`config.mk`:
```
export PLATFORM = sky130hd
export DESIGN_NAME = dnn_run_sequencer
export DESIGN_NICKNAME = d
export VERILOG_FILES = /design/src/rtl/dnn_seq_pkg.sv /design/src/rtl/dnn_lat_stats.sv /design/src/rtl/dnn_run_sequencer.sv
export SDC_FILE = /design/constraint.sdc
export NUM_CORES = 1
export LEC_CHECK = 0
export CAP_MARGIN = 30
export CORE_ASPECT_RATIO = 1.25
export CORE_MARGIN = 1
export CORE_UTILIZATION = 45
export CTS_CLUSTER_SIZE = 25
export DETAILED_ROUTE_END_ITERATION = 7
export DONT_BUFFER_PORTS = 1
export MAX_ROUTING_LAYER = met4
export PLACE_DENSITY = 0.7
export SLEW_MARGIN = 40
export SYNTH_ARGS = -nofsm -noshare
export SYNTH_HDL_FRONTEND = slang
export SYNTH_SLANG_ARGS = --single-unit
```
`constraint.sdc`:
```
create_clock -name aclk -period 8.62 [get_ports aclk]
set_input_delay 1.293 -clock aclk [delete_from_list [all_inputs] [get_ports aclk]]
set_output_delay 1.293 -clock aclk [all_outputs]
set_load 0.01 [all_outputs]
```
`src/rtl/dnn_seq_pkg.sv`:
```
// Shared types and constants for the DNN run sequencer: FSM states, counter
// widths and the saturating latency increment.
package dnn_seq_pkg;

  localparam int LAT_W = 32;
  localparam int IDX_W = 16;
  localparam logic [LAT_W-1:0] LAT_SAT = 32'hFFFF_FFFF;

  typedef enum logic [3:0] {
    ST_IDLE      = 4'd0,
    ST_PRE_DLY   = 4'd1,
    ST_START     = 4'd2,
    ST_WAIT_DONE = 4'd3,
    ST_WAIT_RES  = 4'd4,
    ST_POST_DLY  = 4'd5,
    ST_FINISH    = 4'd6,
    ST_DRAIN     = 4'd7,
    ST_ERR       = 4'd8
  } seq_state_t;

  function automatic logic [LAT_W-1:0] sat_inc(input logic [LAT_W-1:0] v);
    return (v == LAT_SAT) ? LAT_SAT : v + 32'd1;
  endfunction

endpackage

```
`src/rtl/dnn_lat_stats.sv`:
```
// Start-to-done latency counter (saturating) with last/min/max capture.
// The captured value includes the cycle in which capture_i is high.
module dnn_lat_stats
  import dnn_seq_pkg::*;
(
  input  logic             aclk,
  input  logic             aresetn,
  input  logic             sess_clr_i,
  input  logic             cnt_clr_i,
  input  logic             run_i,
  input  logic             capture_i,
  output logic [LAT_W-1:0] last_o,
  output logic [LAT_W-1:0] min_o,
  output logic [LAT_W-1:0] max_o
);

  logic [LAT_W-1:0] cnt_q, cnt_d;
  logic [LAT_W-1:0] last_q, last_d;
  logic [LAT_W-1:0] min_q, min_d;
  logic [LAT_W-1:0] max_q, max_d;
  logic [LAT_W-1:0] cap_s;

  assign cap_s = sat_inc(cnt_q);

  // Next-state for the counter and the statistics registers.
  always_comb begin
    cnt_d  = cnt_clr_i ? 32'd0 : (run_i ? cap_s : cnt_q);
    last_d = capture_i ? cap_s : last_q;
    if (sess_clr_i) begin
      min_d = LAT_SAT;
      max_d = 32'd0;
    end else if (capture_i) begin
      min_d = (cap_s < min_q) ? cap_s : min_q;
      max_d = (cap_s > max_q) ? cap_s : max_q;
    end else begin
      min_d = min_q;
      max_d = max_q;
    end
  end

  // Statistics registers.
  always_ff @(posedge aclk or posedge aresetn) begin
    if (aresetn) begin
      cnt_q  <= 32'd0;
      last_q <= 32'd0;
      min_q  <= LAT_SAT;
      max_q  <= 32'd0;
    end else begin
      cnt_q  <= cnt_d;
      last_q <= last_d;
      min_q  <= min_d;
      max_q  <= max_d;
    end
  end

  assign last_o = last_q;
  assign min_o  = min_q;
  assign max_o  = max_q;

endmodule

```
`src/rtl/dnn_run_sequencer.sv`:
```
// Session sequencer for the DNN accelerator: issues ap_start per run, times each
// inference, forwards classified labels and guards every wait with a watchdog.
module dnn_run_sequencer
  import dnn_seq_pkg::*;
#(
  parameter int unsigned START_DELAY = 100,
  parameter int unsigned END_DELAY   = 500,
  parameter int unsigned NUM_RUNS    = 10,
  parameter int unsigned TIMEOUT     = 1000000,
  parameter int unsigned LBL_W       = 5
) (
  input  logic             aclk,
  input  logic             aresetn,
  input  logic             i_enable,
  input  logic             i_abort,
  output logic             o_ap_start,
  input  logic             i_ap_ready,
  input  logic             i_ap_done,
  input  logic             i_ap_idle,
  input  logic             i_max_v,
  input  logic [LBL_W-1:0] i_max_lbl,
  output logic             o_res_v,
  output logic [LBL_W-1:0] o_res_lbl,
  output logic [IDX_W-1:0] o_res_idx,
  output logic [LAT_W-1:0] o_last_lat,
  output logic [LAT_W-1:0] o_min_lat,
  output logic [LAT_W-1:0] o_max_lat,
  output logic             o_busy,
  output logic             o_done,
  output logic             o_timeout
);

  seq_state_t       state_q, state_d;
  logic             en_prev_q;
  logic [31:0]      tmr_q, tmr_d;
  logic [IDX_W-1:0] run_q, run_d;
  logic             res_v_q, res_v_d;
  logic [LBL_W-1:0] res_lbl_q, res_lbl_d;
  logic [IDX_W-1:0] res_idx_q, res_idx_d;
  logic             ap_start_q, ap_start_d;
  logic             busy_q, busy_d;
  logic             done_q, done_d;
  logic             timeout_q, timeout_d;

  logic rise_s, sess_start_s, tmr_run_s, pre_hit_s, post_hit_s, wd_hit_s, last_run_s;
  logic res_fire_s, lat_clr_s, lat_run_s, lat_cap_s;

  // One timer serves the guard delays and the watchdog; it restarts on every state entry.
  assign rise_s       = i_enable & ~en_prev_q;
  assign sess_start_s = (state_q == ST_IDLE) & rise_s;
  assign tmr_run_s    = state_q inside {ST_PRE_DLY, ST_START, ST_WAIT_DONE,
                                        ST_WAIT_RES, ST_POST_DLY, ST_DRAIN};
  assign pre_hit_s    = (tmr_q + 32'd1) >= 32'(START_DELAY);
  assign post_hit_s   = (tmr_q + 32'd1) >= 32'(END_DELAY);
  assign wd_hit_s     = (tmr_q + 32'd1) >= 32'(TIMEOUT);
  assign last_run_s   = (32'(NUM_RUNS) != 32'd0) && (run_q == 16'(NUM_RUNS));

  // Session FSM; abort outranks the watchdog, which outranks normal progress.
  always_comb begin
    state_d = state_q;
    case (state_q)
      ST_IDLE:      state_d = rise_s ? ST_PRE_DLY : ST_IDLE;
      ST_PRE_DLY:   state_d = i_abort ? ST_IDLE : (pre_hit_s ? ST_START : ST_PRE_DLY);
      ST_START: begin
        if (i_abort)         state_d = ST_DRAIN;
        else if (wd_hit_s)   state_d = ST_ERR;
        else if (i_ap_ready) state_d = i_ap_done ? ST_WAIT_RES : ST_WAIT_DONE;
        else                 state_d = ST_START;
      end
      ST_WAIT_DONE: begin
        if (i_abort)        state_d = ST_DRAIN;
        else if (wd_hit_s)  state_d = ST_ERR;
        else if (i_ap_done) state_d = ST_WAIT_RES;
        else                state_d = ST_WAIT_DONE;
      end
      ST_WAIT_RES: begin
        if (i_abort)       state_d = ST_DRAIN;
        else if (wd_hit_s) state_d = ST_ERR;
        else if (i_max_v)  state_d = ST_POST_DLY;
        else               state_d = ST_WAIT_RES;
      end
      ST_POST_DLY: begin
        if (i_abort)         state_d = ST_IDLE;
        else if (post_hit_s) state_d = last_run_s ? ST_FINISH : ST_START;
        else                 state_d = ST_POST_DLY;
      end
      ST_FINISH:    state_d = i_enable ? ST_FINISH : ST_IDLE;
      ST_DRAIN: begin
        if (i_ap_idle)     state_d = ST_IDLE;
        else if (wd_hit_s) state_d = ST_ERR;
        else               state_d = ST_DRAIN;
      end
      ST_ERR:       state_d = i_enable ? ST_ERR : ST_IDLE;
      default:      state_d = ST_IDLE;
    endcase
  end

  assign res_fire_s = (state_q == ST_WAIT_RES) && (state_d == ST_POST_DLY);
  assign lat_clr_s  = (state_d == ST_START) && (state_q != ST_START);
  assign lat_run_s  = state_q inside {ST_START, ST_WAIT_DONE};
  assign lat_cap_s  = (state_d == ST_WAIT_RES) && (state_q != ST_WAIT_RES);

  // Outputs are decoded from the next state so they line up with it.
  always_comb begin
    tmr_d      = (state_d != state_q) ? 32'd0 : (tmr_run_s ? tmr_q + 32'd1 : tmr_q);
    run_d      = sess_start_s ? 16'd0 : (res_fire_s ? run_q + 16'd1 : run_q);
    res_v_d    = res_fire_s;
    res_lbl_d  = res_fire_s ? i_max_lbl : res_lbl_q;
    res_idx_d  = res_fire_s ? run_q : res_idx_q;
    ap_start_d = (state_d == ST_START);
    busy_d     = state_d inside {ST_PRE_DLY, ST_START, ST_WAIT_DONE,
                                 ST_WAIT_RES, ST_POST_DLY, ST_DRAIN};
    done_d     = sess_start_s ? 1'b0 : ((state_d == ST_FINISH) ? 1'b1 : done_q);
    timeout_d  = sess_start_s ? 1'b0 : ((state_d == ST_ERR) ? 1'b1 : timeout_q);
  end

  // Sequencer state and output registers; en_prev resets high so a held enable cannot restart.
  always_ff @(posedge aclk or posedge aresetn) begin
    if (aresetn) begin
      state_q    <= ST_IDLE;
      en_prev_q  <= 1'b1;
      tmr_q      <= 32'd0;
      run_q      <= 16'd0;
      res_v_q    <= 1'b0;
      res_lbl_q  <= {LBL_W{1'b0}};
      res_idx_q  <= 16'd0;
      ap_start_q <= 1'b0;
      busy_q     <= 1'b0;
      done_q     <= 1'b0;
      timeout_q  <= 1'b0;
    end else begin
      state_q    <= state_d;
      en_prev_q  <= i_enable;
      tmr_q      <= tmr_d;
      run_q      <= run_d;
      res_v_q    <= res_v_d;
      res_lbl_q  <= res_lbl_d;
      res_idx_q  <= res_idx_d;
      ap_start_q <= ap_start_d;
      busy_q     <= busy_d;
      done_q     <= done_d;
      timeout_q  <= timeout_d;
    end
  end

  dnn_lat_stats u_lat_stats (
    .aclk       (aclk),
    .aresetn    (aresetn),
    .sess_clr_i (sess_start_s),
    .cnt_clr_i  (lat_clr_s),
    .run_i      (lat_run_s),
    .capture_i  (lat_cap_s),
    .last_o     (o_last_lat),
    .min_o      (o_min_lat),
    .max_o      (o_max_lat)
  );

  assign o_ap_start = ap_start_q;
  assign o_res_v    = res_v_q;
  assign o_res_lbl  = res_lbl_q;
  assign o_res_idx  = res_idx_q;
  assign o_busy     = busy_q;
  assign o_done     = done_q;
  assign o_timeout  = timeout_q;

endmodule

```
==> results of run 1 <==
## sequential cells by signal (all words and copies together) (netlist names), 5 cells and up
register,count
o_res_idx,16
o_res_lbl,5
run_q,16
tmr_q,32
u_lat_stats.cnt_q,32
u_lat_stats.last_o,32
u_lat_stats.max_o,32
u_lat_stats.min_o,32
## synthesized netlist by cell type (5+ instances only)
library cell  count
dfrtp_1         174
nand2_1         119
nor2_1          111
inv_1           105
ha_1             68
nand3_1          50
mux2_2           46
clkbuf_1         44
nor3_1           43
a21oi_1          40
mux2i_1          38
xor2_1           36
dfstp_2          33
a31oi_1          32
xnor2_1          32
o21ai_0          30
nand4_1          29
nor4_1           27
a31o_1           23
and2_1           23
and3_1           20
buf_2            19
a21o_1           11
or4_1            11
mux2_1           10
and4_1            9
o31ai_1           9
or3_1             9
nor2b_1           8
o21a_1            8
nand2b_1          7
mux2_4            6
buf_6             5
nand4b_1          5
nor4b_1           5
o211ai_1          5
or2_2             5
## worst paths after layout
| check | start | to | slack (ns) |
|---|---|---|---|
| setup / recovery | u_lat_stats.cnt_q[0] | u_lat_stats.max_o[27] | 2.77 |
| hold / removal | run_q[15] | run_q[15] | 0.53 |
| setup reg to reg | u_lat_stats.cnt_q[0] | u_lat_stats.max_o[27] | 2.77 |
| hold reg to reg | run_q[15] | run_q[15] | 0.53 |
| max in group asynchronous | aresetn | u_lat_stats.cnt_q[9] | 6.74 |
| min in group asynchronous | aresetn | u_lat_stats.last_o[30] | 0.73 |
## area by class of cell
class / count / share of cell area (%)
Sequential cell: 207 / 38.3
Clock inverter: 12 / 1.15
Inverter: 106 / 3.01
Clock buffer: 32 / 5.00
Multi-Input combinational cell: 948 / 48.8
Timing Repair Buffer: 10 / 0.559
Tap cell: 350 / 3.21
## logic make-up (layout without fill, tap and decap cells)
group	Yosys count	after routing	share of synthesized area, %
AOI/OAI and AO/OA	210	210	11.9
xor gates and xnor gates	68	68	4.72
adders and majority gates	68	68	6.74
buffers and inverters	182	160	6.02
DFF	207	207	41.3
muxes	100	100	8.72
and+or+nand+nor	502	502	20.6
## routing by layer
layer  vias to the layer above  global-route usage (%)  share of wire [%]
li1                       4677                       -                  -
met1                      4877                    28.4                 42
met2                       264                    38.2                 48
met3                        82                    4.39                5.9
met4                         0                    9.69                3.8
met5                         -                       -                  0
## stage by stage
step / hold WS (ns) / instance area (µm²) / std cells
floorplan: 0.466 / 12600 / 1337
global placement: 0.518 / 12800 / 1620
detailed placement: 0.530 / 12800 / 1621
CTS: 0.541 / 13600 / 1665
global route: 0.559 / 13600 / 1665
finish: 0.533 / 13600 / 1665
## critical path, stage by stage, from the launching register on
cell and delay [ns]:
dfrtp_1 0.42, ha_1 0.22, nand3_1 0.12, nor2_1 0.48, nand3_1 0.15, or3_2 0.76
and2_1 0.29, inv_1 0.19, ha_1 0.29, nand4_1 0.10, nor2_1 0.06, a2111oi_0 0.43
a31oi_1 0.16, a2111oi_0 0.61, o21ai_0 0.21, o21ai_0 0.22, or4_4 0.57, mux2_2 0.41
## power groups by stage
stage               registers [µW]  clock network, µW  logic (µW)
detailed placement            1450                  0        1190
global route                  1460               1140        1320
CTS                           1440               1100        1190
finish                        1440               1080        1180
global placement              1450                  0        1160
floorplan                     1350                  0         932
==> metrics.csv, run 1 <==
metric,value,unit
worst-skew pair later-pin latency,0.53,ns
timing-limited maximum frequency,171,MHz
DRC Markers,0,
dominant cells by area after synthesis,"dfrtp_1 (34%), dfstp_2 (6.9%), ha_1 (6.7%), mux2_2 (4.1%), nand2_1 (3.5%)",
root cell of the clock tree,clkbuf_16,
Worst Hold Depth,1,
count of final setup violators,0,
synthesized area,12600,µm²
clk sinks,207,
number of hold violations in the final report,0,
post-CTS resize count,0,
pin count of the biggest net entering global routing,137,
first-pass GRT wire length,53.1,mm
slew at the pin closest to its max-slew limit,0.923,ns
number of iterations in the first detailed-routing pass,8,
Top-Level Pins,135,
clock tree from TritonCTS,yes,
Fill cells,2568,
worst voltage drop across the vdd grid,0.000214,V
data arrival time of the critical path,6.25,ns
final critical path time including I/O delays and setup,5.85,ns
clock input transition at the sequential cells of the worst setup and hold paths,0.07,ns
Port-buffer cells,0,
TritonCTS Buffers,24,
endpoint class of the critical path,flop,
sequential share of the synthesized area,41.3,%
Rows,68,
per-cell routed wire length,19.8,µm
number of hold buffers added after CTS,0,
power per cell area,271,nW/µm²
count of different cell masters after synthesis,80,
overall power of the completed layout,3700,µW
post-detailed-routing wire length,32.9,mm
Post-Route Setup TNS,0,ns
DR vias/cell,5.95,
Overflow after GRT,0,
final antenna diode count,0,
relative slew slack,38.3,%
register cell area after layout,5220,µm²
setup repair after global routing missed its margin,false,
number of vias in the routed layout,9900,
Crit Path Class,flop to flop,
library cell occupying the most area in the post-synthesis netlist,dfrtp_1,
full die area,28700,µm²
"top library cells by usage in the layout, fill and taps aside","dfrtp_1 (174), nand2_1 (118), nor2_1 (111)",
Seq pwr share,38.8,%
die span in x,152,µm
count of state elements after synthesis,207,
first-iteration detailed-routing DRC count,615,
fraction of final layout cells with drive strength greater than 1,12.6,%
required time at the endpoint of the critical path,9.02,ns
Clock Skews,0.0162,ns
core footprint,27600,µm²
global placer's final weighted congestion,0.928,
"most common cell after layout, fill and taps aside",dfrtp_1,
initial antenna violation count,0,
Antenna Nets Post-Route,0,
warnings from Yosys,0,
NumNets Final,1378,
net switching component of the power,1440,µW
dpl ws,2.75,ns
Yosys top cell area share,34.5,%
kind of start point of the critical path,flop,
Post-Synthesis Net Count,1418,
Die Y-Extent,189,µm
H-tree level count,1,
maximum clock path buffer count,3,
via count of the first global-routing pass,9750,
fraction of the core area covered by cells at the end of the flow,49.5,%
Synth-to-Final Area Change,8.06,%
number of cells on the worst reg-to-reg path,17,
leakage power summed over all cells,0.00644,µW
highest net fanout along the worst path,33,
sw frac,38.8,%
"FFs w/ async S/R, synth",100,%
number of slew-limit violations in the final report,0,
portion of total power attributed to the clock network,29.3,%
ratio of final minimum period to clock period,67.8,%
number of synthesized flops with an enable pin,0,
outcome,"finished, final reports clean",
post-synthesis instance total,1337,
Cell Int Power,2270,µW
MaxCap Viol Count,0,
post-layout worst setup margin,2.77,ns
synthesized area per cell,9.45,µm²
area taken by multi-input logic gates,6660,µm²
fraction of power consumed by combinational cells,32.0,%
setup bufs post-CTS,0,
Total Routing Usage GR,23.4,%
Main synth FF type,dfrtp_1,
placed wire-length estimate after detailed placement,23.5,mm
starting density of the core,45.8,%
path category of the worst min-delay check,flop to flop,
No activity file was read; power rests on OpenSTA's default activity.
==> run 2, diff against run 1 <==
==> constraint.sdc (replaced) <==
create_clock -name aclk -period 6 [get_ports aclk]
set_input_delay 0.9 -clock aclk [delete_from_list [all_inputs] [get_ports aclk]]
set_output_delay 0.9 -clock aclk [all_outputs]
set_load 0.01 [all_outputs]
==> run 2 against run 1 <==
  * Routed wire length rose by 4.1%
  * Global-route usage is 0.82 points higher
  * Fmax rose by 4.8%
  * Clock power increased by 42%
  * First-iteration DRC count up 9.3%
  * Utilization rose by 0.36 points
  * Design area rose by 0.72%
  * Total power up 47%
  * Combinational power up 57%
  * Sequential power is 42% higher
==> metrics.csv, run 2 (same netlist as run 1, synthesis figures left out) <==
metric,value,unit,change
"Design Area, Final",13700,µm²,was 13600 µm²
final antenna diode count,0,,unchanged
Die Y-Extent,189,µm,unchanged
maximum clock path buffer count,3,,unchanged
final-layout worst hold slack,0.308,ns,was 0.533 ns
DRC Markers,0,,unchanged
data arrival time of the critical path,5.99,ns,was 6.25 ns
post-detailed-routing wire length,34.3,mm,was 32.9 mm
Fill cells,2557,,was 2568
power per cell area,395,nW/µm²,was 271 nW/µm²
dpl ws,0.143,ns,was 2.75 ns
per-cell routed wire length,20.4,µm,was 19.8 µm
pin count of the biggest net entering global routing,125,,was 137
area taken by multi-input logic gates,6670,µm²,was 6660 µm²
register cell area after layout,5220,µm²,unchanged
post-place instance area,12900,µm²,was 12800 µm²
Antenna Nets Post-Route,0,,unchanged
number of slew-limit violations in the final report,0,,unchanged
"top library cells by usage in the layout, fill and taps aside","dfrtp_1 (174), nand2_1 (119), nor2_1 (110)",,"was dfrtp_1 (174), nand2_1 (118), nor2_1 (111)"
count of final setup violators,0,,unchanged
number of hold violations in the final report,0,,unchanged
kind of start point of the critical path,flop,,unchanged
Total Routing Usage GR,24.2,%,was 23.4%
global placer's final weighted congestion,0.908,,was 0.928
path category of the worst min-delay check,input port to asynchronous set/reset pin,,was flop to flop
post-layout worst setup margin,0.423,ns,was 2.77 ns
Rows,68,,unchanged
Port-buffer cells,0,,unchanged
Post-Route Setup TNS,0,ns,unchanged
first-iteration detailed-routing DRC count,672,,was 615
worst-skew pair later-pin latency,0.53,ns,about the same
number of iterations in the first detailed-routing pass,5,,was 8
Crit Path Class,flop to flop,,unchanged
leakage power summed over all cells,0.00649,µW,was 0.00644 µW
die span in x,152,µm,unchanged
full die area,28700,µm²,unchanged
slew at the pin closest to its max-slew limit,0.818,ns,was 0.923 ns
relative slew slack,45.2,%,was 38.3%
number of hold buffers added after CTS,0,,unchanged
setup repair after global routing missed its margin,false,,unchanged
final critical path time including I/O delays and setup,5.58,ns,was 5.85 ns
placed wire-length estimate after detailed placement,24.3,mm,was 23.5 mm
NumNets Final,1390,,was 1378
starting density of the core,45.8,%,unchanged
ratio of final minimum period to clock period,93.0,%,was 67.8%
fraction of the core area covered by cells at the end of the flow,49.9,%,was 49.5%
core footprint,27600,µm²,unchanged
clock tree from TritonCTS,yes,,unchanged
highest net fanout along the worst path,33,,unchanged
H-tree level count,1,,unchanged
worst voltage drop across the vdd grid,0.000277,V,was 0.000214 V
fraction of final layout cells with drive strength greater than 1,13.3,%,was 12.6%
clock input transition at the sequential cells of the worst setup and hold paths,0.06,ns,was 0.07 ns
MaxCap Viol Count,0,,unchanged
number of vias in the routed layout,10100,,was 9900
clk sinks,207,,unchanged
timing-limited maximum frequency,179,MHz,was 171 MHz
TritonCTS Buffers,24,,unchanged
Top-Level Pins,135,,unchanged
Clock Skews,0.0177,ns,was 0.0162 ns
via count of the first global-routing pass,9927,,was 9750
first-pass GRT wire length,54.6,mm,was 53.1 mm
DR vias/cell,6.00,,was 5.95
outcome,"finished, final reports clean",,unchanged
initial antenna violation count,0,,unchanged
"most common cell after layout, fill and taps aside",dfrtp_1,,unchanged
endpoint class of the critical path,flop,,unchanged
Synth-to-Final Area Change,8.85,%,was 8.06%
required time at the endpoint of the critical path,6.42,ns,was 9.02 ns
root cell of the clock tree,clkbuf_16,,unchanged
Overflow after GRT,0,,unchanged
-- run 2: cell count changes in the layout (fill, tap and decap cells not counted), moves of 2 or more --
cell	before	now
clkinv_2	3	6
clkinvlp_4	3	5
clkinv_4	2	0
buf_12	0	3
buf_4	8	17
-- run 2: timing repair --
| action | 4_1_cts | 5_1_grt |
|---|---|---|
| endpoints found under the setup margin | 0 | 49 |
| gates resized for setup | 0 | 4 |
| buffers inserted | 0 | 0 |
-- run 2: cell type report --
cell class / instances / share of cell area, %
Timing Repair Buffer: 21 / 1.45
Clock inverter: 13 / 1.09
Multi-Input combinational cell: 949 / 48.5
Tap cell: 350 / 3.19
Clock buffer: 31 / 4.86
Inverter: 106 / 2.92
Sequential cell: 207 / 38.0
-- run 2: worst max-delay path, stage by stage (launching register included) --
cell       delay, ns
dfrtp_1         0.43
ha_1            0.22
nand3_1         0.14
nor2_2          0.31
nand3_1         0.12
or3_2           0.73
and2_1          0.31
inv_1           0.20
ha_1            0.28
nand4_1         0.10
nor2_1          0.06
a2111oi_0       0.40
a31oi_1         0.14
a2111oi_1       0.64
o21ai_0         0.22
o21ai_1         0.33
or4_4           0.45
mux2_2          0.38
-- run 2: where the power goes --
group | switching, µW | internal (µW)
clock network | 616 | 915
registers | 340 | 1710
logic | 1190 | 662
-- run 2: final timing paths --
check | from | endpoint | slack, ns | cells after the start
hold reg to reg | run_q[15] | run_q[15] | 0.53 | 1
min in group aclk | i_enable | en_prev_q | 0.37 | 0
setup / recovery | u_lat_stats.cnt_q[0] | u_lat_stats.max_o[29] | 0.42 | 17
setup reg to reg | u_lat_stats.cnt_q[0] | u_lat_stats.max_o[29] | 0.42 | 17
hold / removal | aresetn | u_lat_stats.last_o[15] | 0.31 | 1
max in group asynchronous | aresetn | u_lat_stats.max_o[3] | 4.63 | 2
-- run 2: through the flow --
step	power [µW]	cells
6_report	5430	1677
5_1_grt	5730	1677
4_1_cts	5400	1676
3_5_place_dp	3860	1632
3_3_place_gp	3810	1632
2_1_floorplan	3280	1337
-- run 2: layer usage --
metal | vias up | global-route usage, % | share of wire (%)
li1 | 4699 | - | -
met3 | 84 | 4.72 | 6.6
met4 | 0 | 10.5 | 3.9
met5 | - | - | 0
met1 | 4970 | 28.9 | 40
met2 | 307 | 39.8 | 49
